**src/rtl/pipo_load_arbiter_if.sv**
```systemverilog
// Requester/consumer bundle around the shared PIPO holding register.
// slave = arbiter side, master = requesters plus output consumer.
interface pipo_load_arbiter_if #(
  parameter int WIDTH = 4,
  parameter int NREQ  = 4
) ();
  localparam int OW = (NREQ > 1) ? $clog2(NREQ) : 1;

  logic [NREQ-1:0]       req;
  logic [NREQ*WIDTH-1:0] din;
  logic [NREQ-1:0]       gnt;
  logic [WIDTH-1:0]      dout;
  logic                  dout_valid;
  logic [OW-1:0]         owner;
  logic                  busy;

  modport slave (
    input  req, din,
    output gnt, dout, dout_valid, owner, busy
  );

  modport master (
    output req, din,
    input  gnt, dout, dout_valid, owner, busy
  );
endinterface

```
**src/rtl/pipo_load_arbiter.sv**
```systemverilog
// Round-robin arbiter that loads one winner's word into a shared register, 1 cycle req->dout.
// No backpressure: after each capture req is ignored for HOLD cycles (busy), giving 1 capture per HOLD+1.
module pipo_load_arbiter #(
  parameter int WIDTH = 4,
  parameter int NREQ  = 4,
  parameter int HOLD  = 2
) (
  input  logic               clk,
  input  logic               rst,
  pipo_load_arbiter_if.slave bus
);
  localparam int PW = $clog2(NREQ);
  localparam int CW = $clog2(HOLD + 1);

  typedef enum logic {S_IDLE, S_HOLD} state_t;

  state_t           r_state, w_state_nxt;
  logic [PW-1:0]    r_ptr, w_ptr_nxt;
  logic [PW-1:0]    r_owner, w_owner_nxt;
  logic [PW-1:0]    w_winner;
  logic [PW:0]      w_idx;
  logic [CW-1:0]    r_cnt, w_cnt_nxt;
  logic [NREQ-1:0]  r_gnt, w_gnt_nxt;
  logic [WIDTH-1:0] r_dout, w_dout_nxt;
  logic             r_dout_valid, w_dout_valid_nxt;
  logic             w_found;

  // First set request scanning from ptr upward, wrapping modulo NREQ.
  always_comb begin
    w_found  = 1'b0;
    w_winner = '0;
    w_idx    = '0;
    for (int k = 0; k < NREQ; k++) begin
      w_idx = {1'b0, r_ptr} + (PW+1)'(k);
      if (w_idx >= (PW+1)'(NREQ)) w_idx = w_idx - (PW+1)'(NREQ);
      if (!w_found && bus.req[w_idx[PW-1:0]]) begin
        w_found  = 1'b1;
        w_winner = w_idx[PW-1:0];
      end
    end
  end

  always_comb begin
    w_state_nxt      = r_state;
    w_ptr_nxt        = r_ptr;
    w_cnt_nxt        = r_cnt;
    w_gnt_nxt        = '0;
    w_dout_nxt       = r_dout;
    w_dout_valid_nxt = r_dout_valid;
    w_owner_nxt      = r_owner;
    case (r_state)
      S_IDLE: begin
        if (w_found) begin
          w_dout_nxt          = bus.din[w_winner*WIDTH +: WIDTH];
          w_owner_nxt         = w_winner;
          w_gnt_nxt[w_winner] = 1'b1;
          w_dout_valid_nxt    = 1'b1;
          w_ptr_nxt           = (w_winner == PW'(NREQ-1)) ? '0 : w_winner + PW'(1);
          w_cnt_nxt           = CW'(HOLD);
          w_state_nxt         = S_HOLD;
        end
      end
      S_HOLD: begin
        if (r_cnt == CW'(1)) w_state_nxt = S_IDLE;
        else                 w_cnt_nxt   = r_cnt - CW'(1);
      end
      default: w_state_nxt = S_IDLE;
    endcase
  end

  always_ff @(posedge clk) begin
    if (!rst) begin
      r_state      <= S_IDLE;
      r_ptr        <= '0;
      r_cnt        <= '0;
      r_gnt        <= '0;
      r_dout       <= '0;
      r_dout_valid <= 1'b0;
      r_owner      <= '0;
    end else begin
      r_state      <= w_state_nxt;
      r_ptr        <= w_ptr_nxt;
      r_cnt        <= w_cnt_nxt;
      r_gnt        <= w_gnt_nxt;
      r_dout       <= w_dout_nxt;
      r_dout_valid <= w_dout_valid_nxt;
      r_owner      <= w_owner_nxt;
    end
  end

  assign bus.gnt        = r_gnt;
  assign bus.dout       = r_dout;
  assign bus.dout_valid = r_dout_valid;
  assign bus.owner      = r_owner;
  assign bus.busy       = (r_state == S_HOLD);
endmodule

```
**src/flat_wrapper.sv**
```systemverilog
// flat-port wrapper written by rule: the top's interface ports become plain ports
module pipo_load_arbiter_flat 
#(
  parameter int WIDTH = 4,
  parameter int NREQ  = 4,
  parameter int HOLD  = 2
)
  (clk, rst, bus_req, bus_din, bus_gnt, bus_dout, bus_dout_valid, bus_owner, bus_busy);
  pipo_load_arbiter_if #(.WIDTH(WIDTH), .NREQ(NREQ)) bus_i ();
  input  logic clk;
  input  logic rst;
  input wire logic [$bits(bus_i.req)-1:0] bus_req;
  input wire logic [$bits(bus_i.din)-1:0] bus_din;
  output wire logic [$bits(bus_i.gnt)-1:0] bus_gnt;
  output wire logic [$bits(bus_i.dout)-1:0] bus_dout;
  output wire logic [$bits(bus_i.dout_valid)-1:0] bus_dout_valid;
  output wire logic [$bits(bus_i.owner)-1:0] bus_owner;
  output wire logic [$bits(bus_i.busy)-1:0] bus_busy;
  assign bus_i.req = bus_req;
  assign bus_i.din = bus_din;
  assign bus_gnt = bus_i.gnt;
  assign bus_dout = bus_i.dout;
  assign bus_dout_valid = bus_i.dout_valid;
  assign bus_owner = bus_i.owner;
  assign bus_busy = bus_i.busy;
  pipo_load_arbiter #(.WIDTH(WIDTH), .NREQ(NREQ), .HOLD(HOLD)) u_core (.clk(clk), .rst(rst), .bus(bus_i));
endmodule
```
**config.mk**
```make
export PLATFORM = sky130hd
export DESIGN_NAME = pipo_load_arbiter_flat
export DESIGN_NICKNAME = d
export VERILOG_FILES = /design/src/rtl/pipo_load_arbiter_if.sv /design/src/rtl/pipo_load_arbiter.sv /design/src/flat_wrapper.sv
export SDC_FILE = /design/constraint.sdc
export NUM_CORES = 1
export LEC_CHECK = 0
export CORE_UTILIZATION = 35
export CTS_CLUSTER_DIAMETER = 80
export DETAILED_ROUTE_END_ITERATION = 10
export PLACE_DENSITY = 0.74
export SKIP_LAST_GASP = 1
export SLEW_MARGIN = 0
export SYNTH_ARGS = -nofsm -noshare
export SYNTH_HDL_FRONTEND = slang
export SYNTH_SLANG_ARGS = --single-unit
```
**constraint.sdc**
```tcl
create_clock -name clk -period 2.3 [get_ports clk]
set_input_delay 0.46 -clock clk [delete_from_list [all_inputs] [get_ports clk]]
set_output_delay 0.46 -clock clk [all_outputs]
set_load 0.02 [all_outputs]
```
Word-level counts from Yosys, hierarchy flattened
Cells that the tools add are included.
{ "totals": {"mem_count": 0, "latch_bits": 0, "out_inout_bits": 12, "romBits": 0, "ff_bits": 16, "in_bits": 22, "mem_bits_rw": 0, "word_cells": 73} }
{ "classes": {"n_reduce_logical": 10, "order_cmp": 10, "n_bitwise": 3, "mux": 29, "n_shift": 1, "add_sub_neg": 9, "eq_ne": 4, "n_mul": 0, "div_mod_pow": 0} }
{ "ops": {"columns": ["cell", "count"], "rows": [
  ["$mux 2", 11],
  ["$shiftx 16x5->4", 1],
  ["$lt 2x3->1 const B", 5],
  ["$mux 1", 11],
  ["$sub 2x1->2 const B", 5],
  ["$ge 3x3->1 const B", 3],
  ["$bmux 1 s2", 4],
  ["$add 2x2->3 const B", 2],
  ["$logic_and 1x1->1", 4],
  ["$pmux 2 s2", 1],
  ["$reduce_and 2->1", 2],
  ["$add 2x1->3 const B", 1],
  ["$ge 2x3->1 const B", 1],
  ["$logic_not 1->1", 3],
  ["$not 1->1", 3],
  ["$reduce_or 3->1", 1],
  ["$add 2x1->2 const B", 1],
  ["$demux 1 s2", 1],
  ["$eq 2x1->1 const B", 1],
  ["$eq 2x2->1 const B", 1],
  ["$ge 2x1->1 const B", 1],
  ["$ne 2x1->1 const B", 1],
  ["$ne 2x2->1 const B", 1],
  ["$pmux 1 s2", 1]
]} }

Longest topological paths before layout
Gate-level depths: netlist (run 1).
{ "depth": {"depth_word": 18, "mapped_depth": 7, "ltp_nobuf": 6} }

Worst setup path after synthesis (run 1)
OpenSTA, ideal clock, no wires.
{ "synth_path": {"path_kind": "input to register", "startpoint": "input bus_req[0]", "endpoint": "register u_core.r_dout[0], in the netlist u_core.bus.dout[0]", "required_ns": 2.183, "setup_time_ns": 0.117, "stages": 6, "setup_slack_ns": 0.347, "t_arrival_ns": 1.835, "path_buffers": 1, "cell_sequence": "nor2b_1 -> or4b_1 -> buf_2 -> and3_1 -> a211o_1 -> a32o_1"} }
{ "synth_via": {"elab_chain_cells": 13, "elab_cells_between_ends": 24, "classes_between": "shift: 1; mux: 16; reduce/logical: 7"} }
{ "synth_rtl": {"columns": ["element", "line_no", "rtl"], "rows": [
  ["start, declared", "flat_wrapper.sv:12", "input wire logic [$bits(bus_i.req)-1:0] bus_req;"],
  ["$bmux 1 s2", "pipo_load_arbiter.sv:36", "if (!w_found && bus.req[w_idx[PW-1:0]]) begin"],
  ["$mux 1 (implied by the code)", "pipo_load_arbiter.sv:36", null],
  ["$mux 1", "pipo_load_arbiter.sv:36", null],
  ["$logic_not 1->1", "pipo_load_arbiter.sv:36", null],
  ["$logic_and 1x1->1", "pipo_load_arbiter.sv:36", null],
  ["$mux 1", "pipo_load_arbiter.sv:36", null],
  ["$logic_not 1->1", "pipo_load_arbiter.sv:36", null],
  ["$logic_and 1x1->1", "pipo_load_arbiter.sv:36", null],
  ["$mux 1", "pipo_load_arbiter.sv:36", null],
  ["$logic_not 1->1", "pipo_load_arbiter.sv:36", null],
  ["$logic_and 1x1->1", "pipo_load_arbiter.sv:36", null],
  ["$mux 2 or $mux 1 (tied branches)", "pipo_load_arbiter.sv:36", null],
  ["$shiftx 16x5->4 or $reduce_and 2->1 (tied branches)", null, null],
  ["end signal, assigned", "pipo_load_arbiter.sv:85", "r_dout <= w_dout_nxt;"],
  ["end, declared", "pipo_load_arbiter.sv:24", "logic [WIDTH-1:0] r_dout, w_dout_nxt;"]
]} }
Several ways; a longest one is shown, not always the timed one. The select of a mux whose other input is x is not followed.
A chain may end at the register's enable or synchronous reset.

Final worst setup path (run 1)
{ "layout_path": {"startpoint": "input bus_req[1]", "endpoint": "register u_core.r_dout[0], in the netlist u_core.bus.dout[0]"} }
Same word-level chain as after synthesis.

==> metrics.md, run 1 <==
| Metric | Value |
|---|---|
| Status | complete, no violations |
| Crit end category | flop |
| R2r startpoint | u_core.r_ptr[1]$_SDFFE_PN0P_ |
| WHS Path Cells | 2 |
| Inst Count DP | 164 |
| Cts bufs inserted | 3 |
| RR Endpoint | u_core.bus.dout[0]$_SDFFE_PN0P_ |
| First-pass DRT Iterations | 4 |
| Slew of the pin with the lowest slew margin | 0.3113 ns |
| Worst Skew | 0.009101 ns |
| Type of origin of the critical path | input port |
| Max Clk Rate | 0.4465 GHz |
| Core box area | 2191 um^2 |
| Hold path start | u_core.bus.dout_valid$_SDFFE_PN0P_ |
| CP Cell Sequence | clkdlybuf4s50_1, nor2_2, or4_1, and3_1, a211o_1, a32o_1 |
| GRT overflow | 0 |
| Fillers | 204 |
| R2R Setup Slk | 0.41 ns |
| Clk pwr share | 23.0% |
| Port buffer count | 33 |
| CP max stage cell | or4_1 |
| Met2 usage in global routing | 29.56% |
| CTS tree | done |
| Ys Warns | 0 |
| Post-synth top area cell | dfxtp_1 |
| Pleak | 0.5577 nW |
| Sink Count | 16 |
| Kind of critical path | input port to flop |
| Int Pwr | 564.0 uW |
| H-Tree Depth | 1 |
| Worst-skew pair later-pin latency | 0.29 ns |
| Hold buffer count at CTS | 0 |
| Drt initial violations | 15 |
| Critical Path RT | ~2.5 ns |
| First-pass GRT wire length | 3387 um |
| Initial Util | 37.12% |
| Top area cells in the synthesized netlist | dfxtp_1 39%, nand3_1 5.5%, and3_1 5.4% |
| Number of max-cap violations | 0 |
| Placer Congestion | 0.8220 |
| Setup total negative slack | 0 ns |
| Commonest non-fill, non-tap cell in the layout | clkdlybuf4s50_1 |
| Clock transition at the registers of the reported paths | roughly 0.09 ns |
| Peak VDD IR | 0.4342 mV |
| Pin count of the biggest net entering global routing | 12 |
| Top cell type's share of synthesized area | between 30 and 40% |
| # DRC | 0 |
| Gr busiest metal | met2 |
| Die height | 50.21 um |
| Initial antenna violation count | 0 |
| Row count | 17 |
| Sw frac | 30.20% |
| Sequential share of the synthesized area | between 30% and 40% |
| Die area | 2521 um^2 |
| Setup violators final | 0 |
| Share of layout cells above drive strength 1 | approximately 16% |
| Drt total wl | about 2100 um |
| CP bufs+invs | 1 |
| M1 GR Usage | a little over a fifth |
| Worst-case reg-to-reg path depth | 4 |
| I/O Pins | 34 |
| WL per Instance | 12.73 um |
| Relative max-transition margin | 79.25% |
| CP Max Fanout | 8 |
| Final Max Tran Viols | 0 |
| Pwr dens | roughly 620 nW/um^2 |
| Post-route setup slack | 0.06016 ns |
| Mapped cell area | 813.3 um^2 |
| CP peak stage delay | 0.65 ns |
| Commonest non-fill, non-tap cells in the layout | 33 x clkdlybuf4s50_1, 16 x dfxtp_1, 13 x buf_4, 10 x nand2_1, 9 x nand3_1 |
| Chip Width | around 50 um |
| Minimum clock period | between 2 and 2.5 ns |
| Routed via count | 881 |
| HPWL Detailed | 1633 um |
| Growth of design area from synthesis to finish | 59.23% |
| # diodes | 0 |
| Clk root buf | clkbuf_4 |
| Worst EP arrival | 2.42 ns |
| Vias/cell | 5.244 |
| Hold Crit Endpoint | u_core.bus.dout_valid$_SDFFE_PN0P_ |
| Number of global-route vias before repair | 823 |
| Longest Clk Path Bufs | 2 |
| Delay-heaviest family, CP | simple AND/OR/NAND/NOR gates |
| Final hold violations | 0 |
| RSZ-0062 raised after global routing | false |
| Logic pwr share | between 30% and 40% |
| Period utilization | just under 100% |
| Met3 Usage GRT | 4.848% |
| Nets@finish | between 150 and 200 |
| Mapped Cells | 95 |
| Post-CTS sizing | 0 |
| Post-synth net total | 120 |
| #FFs+latches synth | 16 |
| Switching Power | 244.0 uW |
| ANT nets after route | 0 |
| Setup Buffers After CTS | 0 |
| Worst Hold Class | flop to flop |
| Sequential Power Share | between 40% and 50% |
| Synth cell types | 30 |
| GR Util All Layers | 17.68% |
| Non-Filler Instances | 168 |
| Avg Cell Area, Syn | 8.561 um^2 |
| Placement Setup Slack | -0.2652 ns |
## through the flow
stage	hold slack, ns	power, mW	area [um^2]	util [%]
2_1_floorplan	0.5060	0.4788	813.3	-
3_3_place_gp	0.4348	0.6172	1255	57.28
3_5_place_dp	0.4452	0.6246	1255	57.28
4_1_cts	0.4599	0.8133	1291	58.94
5_1_grt	0.4914	0.8575	1295	59.11
6_report	0.4510	0.8080	1295	59.11
## state kept, by name, summed over array words and instances, names as in the netlist
signal / flops
u_core.bus.owner: 2
u_core.bus.gnt: 4
u_core.r_ptr: 2
u_core.r_cnt: 2
u_core.bus.busy: 1
u_core.bus.dout: 4
u_core.bus.dout_valid: 1
## routing by layer
metal  vias to the layer above  wire (um)
li1                        437          -
met4                         0         42
met3                         6         65
met1                       422        970
met5                         -          0
met2                        16       1059
## power groups by stage
stage / combinational, mW / clock (mW) / sequential [mW]
after floorplan: 0.120 / 0 / 0.359
after global placement: 0.283 / 0 / 0.334
after detailed placement: 0.289 / 0 / 0.336
after CTS: 0.291 / 0.193 / 0.329
after global routing: 0.317 / 0.206 / 0.334
final: 0.292 / 0.186 / 0.330
## synthesized netlist by cell type
cell type and count:
nand2b_1 1, o221a_2 1, a32o_1 4, a21boi_0 1, a21oi_1 2, clkbuf_2 1, and3b_2 1, mux2i_1 1
o21a_1 1, a22o_1 1, or4_1 1, nand2_1 10, and2_1 3, inv_1 3, nor2b_1 4, dfxtp_1 16
and3_1 7, o21ai_0 7, a211o_1 4, nor2_2 1, buf_2 1, clkbuf_1 3, ha_1 3, nor2_1 4
o32ai_1 1, nor4b_1 1, nor4_1 1, nor2b_2 1, or4b_1 1, nand3_1 9
## kinds of logic (layout without fill, tap and decap cells)
family / after synthesis / in the layout / share of synthesized area, %
DFF: 16 / 16 / 39.38
muxes: 1 / 1 / 1.231
buffers and inverters: 8 / 53 / 3.999
and+or+nand+nor: 45 / 45 / 30.62
adders and majority gates: 3 / 3 / 4.616
AOI/OAI and AO/OA: 22 / 22 / 20.15
## worst max-delay path by stage
| stage | from | endpoint | slack (ns) | cells after the start |
|---|---|---|---|---|
| 6_report | bus_req[1] | u_core.bus.dout[0]$_SDFFE_PN0P_ | 0.06 | 6 |
| 5_1_grt | bus_req[1] | u_core.bus.dout[2]$_SDFFE_PN0P_ | 0.03 | 6 |
| 4_1_cts | bus_req[1] | u_core.bus.dout[0]$_SDFFE_PN0P_ | 0.04 | 6 |
| 3_5_place_dp | bus_req[1] | u_core.bus.dout[0]$_SDFFE_PN0P_ | -0.27 | 6 |
| 3_3_place_gp | bus_req[1] | u_core.bus.dout[0]$_SDFFE_PN0P_ | -0.22 | 6 |
| 2_1_floorplan | bus_req[0] | u_core.bus.dout[0]$_SDFFE_PN0P_ | 0.35 | 6 |
## tightest hold or removal path, cell delays in order (launching register included)
cell and delay (ns):
dfxtp_1 0.32, nand2_1 0.05, nand2_1 0.05
## layout make-up
| type | count | area [um^2] | share of cell area [%] |
|---|---|---|---|
| Multi-Input combinational cell | 71 | 464.2 | 35.85 |
| Timing Repair Buffer | 46 | 427.9 | 33.04 |
| Sequential cell | 16 | 320.3 | 24.73 |
| Clock buffer | 4 | 36.28 | 2.802 |
| Tap cell | 28 | 35.03 | 2.705 |
| Inverter | 3 | 11.26 | 0.8696 |
(Power assumes the default switching activity.)
==> run 2: changes to the inputs <==
--- a/config.mk
+++ b/config.mk
@@ -6,6 +6,7 @@
 export NUM_CORES = 1
 export LEC_CHECK = 0
 export CORE_UTILIZATION = 35
+export CTS_BUF_LIST = sky130_fd_sc_hd__clkbuf_4 sky130_fd_sc_hd__clkbuf_8 sky130_fd_sc_hd__clkbuf_16
 export CTS_CLUSTER_DIAMETER = 80
 export DETAILED_ROUTE_END_ITERATION = 10
 export PLACE_DENSITY = 0.74
==> results of run 2 <==
No change in the layout: final DEF, timing and power equal those of run 1.
==> RTL edit: new RTL, config.mk and constraints of run 2 <==
`NREQ` is set to 4 in 3 places; all go to 8.
--- a/src/rtl/pipo_load_arbiter_if.sv
+++ b/src/rtl/pipo_load_arbiter_if.sv
@@ -2,7 +2,7 @@
 // slave = arbiter side, master = requesters plus output consumer.
 interface pipo_load_arbiter_if #(
   parameter int WIDTH = 4,
-  parameter int NREQ  = 4
+  parameter int NREQ  = 8
 ) ();
   localparam int OW = (NREQ > 1) ? $clog2(NREQ) : 1;
 
--- a/src/rtl/pipo_load_arbiter.sv
+++ b/src/rtl/pipo_load_arbiter.sv
@@ -2,7 +2,7 @@
 // No backpressure: after each capture req is ignored for HOLD cycles (busy), giving 1 capture per HOLD+1.
 module pipo_load_arbiter #(
   parameter int WIDTH = 4,
-  parameter int NREQ  = 4,
+  parameter int NREQ  = 8,
   parameter int HOLD  = 2
 ) (
   input  logic               clk,
--- a/src/flat_wrapper.sv
+++ b/src/flat_wrapper.sv
@@ -2,7 +2,7 @@
 module pipo_load_arbiter_flat 
 #(
   parameter int WIDTH = 4,
-  parameter int NREQ  = 4,
+  parameter int NREQ  = 8,
   parameter int HOLD  = 2
 )
   (clk, rst, bus_req, bus_din, bus_gnt, bus_dout, bus_dout_valid, bus_owner, bus_busy);
Interface: changed (resized bus_din, bus_gnt, bus_owner and bus_req); port bits go from 34 to 59. The function was not compared with the original's and may differ.
==> RTL edit against run 2 <==
The run now ends with negative setup slack left; non-clock buffer count up 90; final area rose to 2.7 times the old value; sequential cell count up 6; worst setup slack worse by 0.96 ns; power rose to 6.5 times the old value; clock skew about the same; routed wire length rose to 3.4 times the old value; sequential share of layout area down 12 points; largest cell class unchanged; area after synthesis rose to 2.6 times the old value; critical path depth up 7; hold slack better by 0.029 ns; critical endpoint is now u_core.bus.dout[2].
==> RTL edit: results (changes against run 2) <==
maximum fanout along the worst path 6 (-2); syn nets 286 (+140%); post-synthesis sequential area ratio 0.2067 (-0.1872); worst setup margin -0.9045 ns (-0.9646 ns); 1st-iter DRT viols 127 (+112); Setup-failing EPs final 22 (+22); crit path from u_core.r_ptr[0]; global-route wire length before repair 11.14 mm (+230%); seq pwr 0.578 mW (+75%); Avg WL per Cell 16.38 µm (+29%); htree depth 1 (unchanged); commonest cells in the netlist 22 x dfxtp_1, 20 x nand3_1, 20 x nor2_1; YS warnings 0 (unchanged); Worst slew margin 0.6404 (-0.1521); pre-CTS setup slack -1.279 ns (-1.013 ns); worst vdd ir 0.7874 mV (+81%); failing checks negative setup slack; detailed placer's ending HPWL 5.116 mm (+210%); Vias 2468 (+180%); Worst Path Arrival 3.36 ns (+0.94 ns); outcome finished with violations; Max stage delay cell, worst path mux4_2; max incr delay on CP 0.49 ns (-0.16 ns); hold path depth 1 (-1); clk_skew 0.009168 ns (+0.00006751 ns); Final nets 413 (+150%); RD Place Congestion 0.9383 (+14%); CTS Buf Count 3 (unchanged); filler instances 487 (+140%); Synth area leaders dfxtp_1 21%, mux4_2 12%, mux2_2 6.9%; Unique masters post-synth 53 (+77%); sw power 2.345 mW (+860%); Final Hold Viols 0 (unchanged); Static Leak 1.387 nW (+150%); Clock transition at path regs roughly 0.080 ns; clock latency on the worst-skew pair 0.26 ns (-0.03 ns); layout cells sized above 1 0.3918 (+0.2346); Root Driver clkbuf_8; total track usage 0.2203 (+0.04342); Worst R2R Path Depth 13 (+9); ANT cells 0 (unchanged); largest net degree at the start of global routing 19 (+7); Clk pwr share 0.045 (-0.185); number of global-route vias before repair 2416 (+190%); Port Buffers 58 (+76%); Setup crit end u_core.bus.dout[2]; Switching Share 0.4499 (+0.1480); delay-heaviest family, CP compound AO/OA/AOI/OAI gates
[RTL edit: per-layer routing]
| layer | share of wire | global-route usage | up-vias |
|---|---|---|---|
| li1 | - | - | 1167 |
| met1 | 0.42 | 0.2738 | 1203 |
| met2 | 0.52 | 0.4017 | 84 |
| met3 | 0.048 | 0.02629 | 14 |
| met4 | 0.013 | 0.05000 | 0 |
| met5 | 0 | 0 | - |
[RTL edit: repair_timing]
item                                    in CTS  in global routing
endpoints found under the setup margin      22                 22
buffers inserted                            11                  7
pin swaps                                   11                  5
resized for setup                           28                 15
hold buffers                                 0                  0
cloned                                       2                  0
[RTL edit: area by class of cell]
cell class	instances	area, µm²	area share
Inverter	8	41.29	0.01160
Multi-Input combinational cell	196	1749	0.4912
Sequential cell	22	445.4	0.1251
Clock buffer	3	41.29	0.01160
Timing Repair Buffer	136	1190	0.3342
Tap cell	75	93.84	0.02635
[RTL edit: kinds of logic after synthesis]
logic type	count (synthesis)	synth area share
AO/OA/AOI/OAI	67	0.2402
AND/OR/NAND/NOR	80	0.1991
multiplexers	38	0.2537
flip-flops	22	0.2067
adder cells (fa/ha/maj)	4	0.02349
XOR/XNOR	6	0.02467
buffers and inverters	23	0.05226
[RTL edit: per-stage QoR]
| step | utilization | TNS [ns] | hold WS [ns] | area (µm²) | instances |
|---|---|---|---|---|---|
| floorplan | - | -18.30 | 0.5175 | 2263 | 240 |
| global placement | 0.5531 | -23.66 | 0.4488 | 3256 | 419 |
| detailed placement | 0.5531 | -24.27 | 0.4699 | 3256 | 419 |
| CTS | 0.5910 | -15.65 | 0.4894 | 3478 | 435 |
| global route | 0.6050 | -19.60 | 0.5211 | 3561 | 440 |
| finish | 0.6050 | -17.13 | 0.4801 | 3561 | 440 |
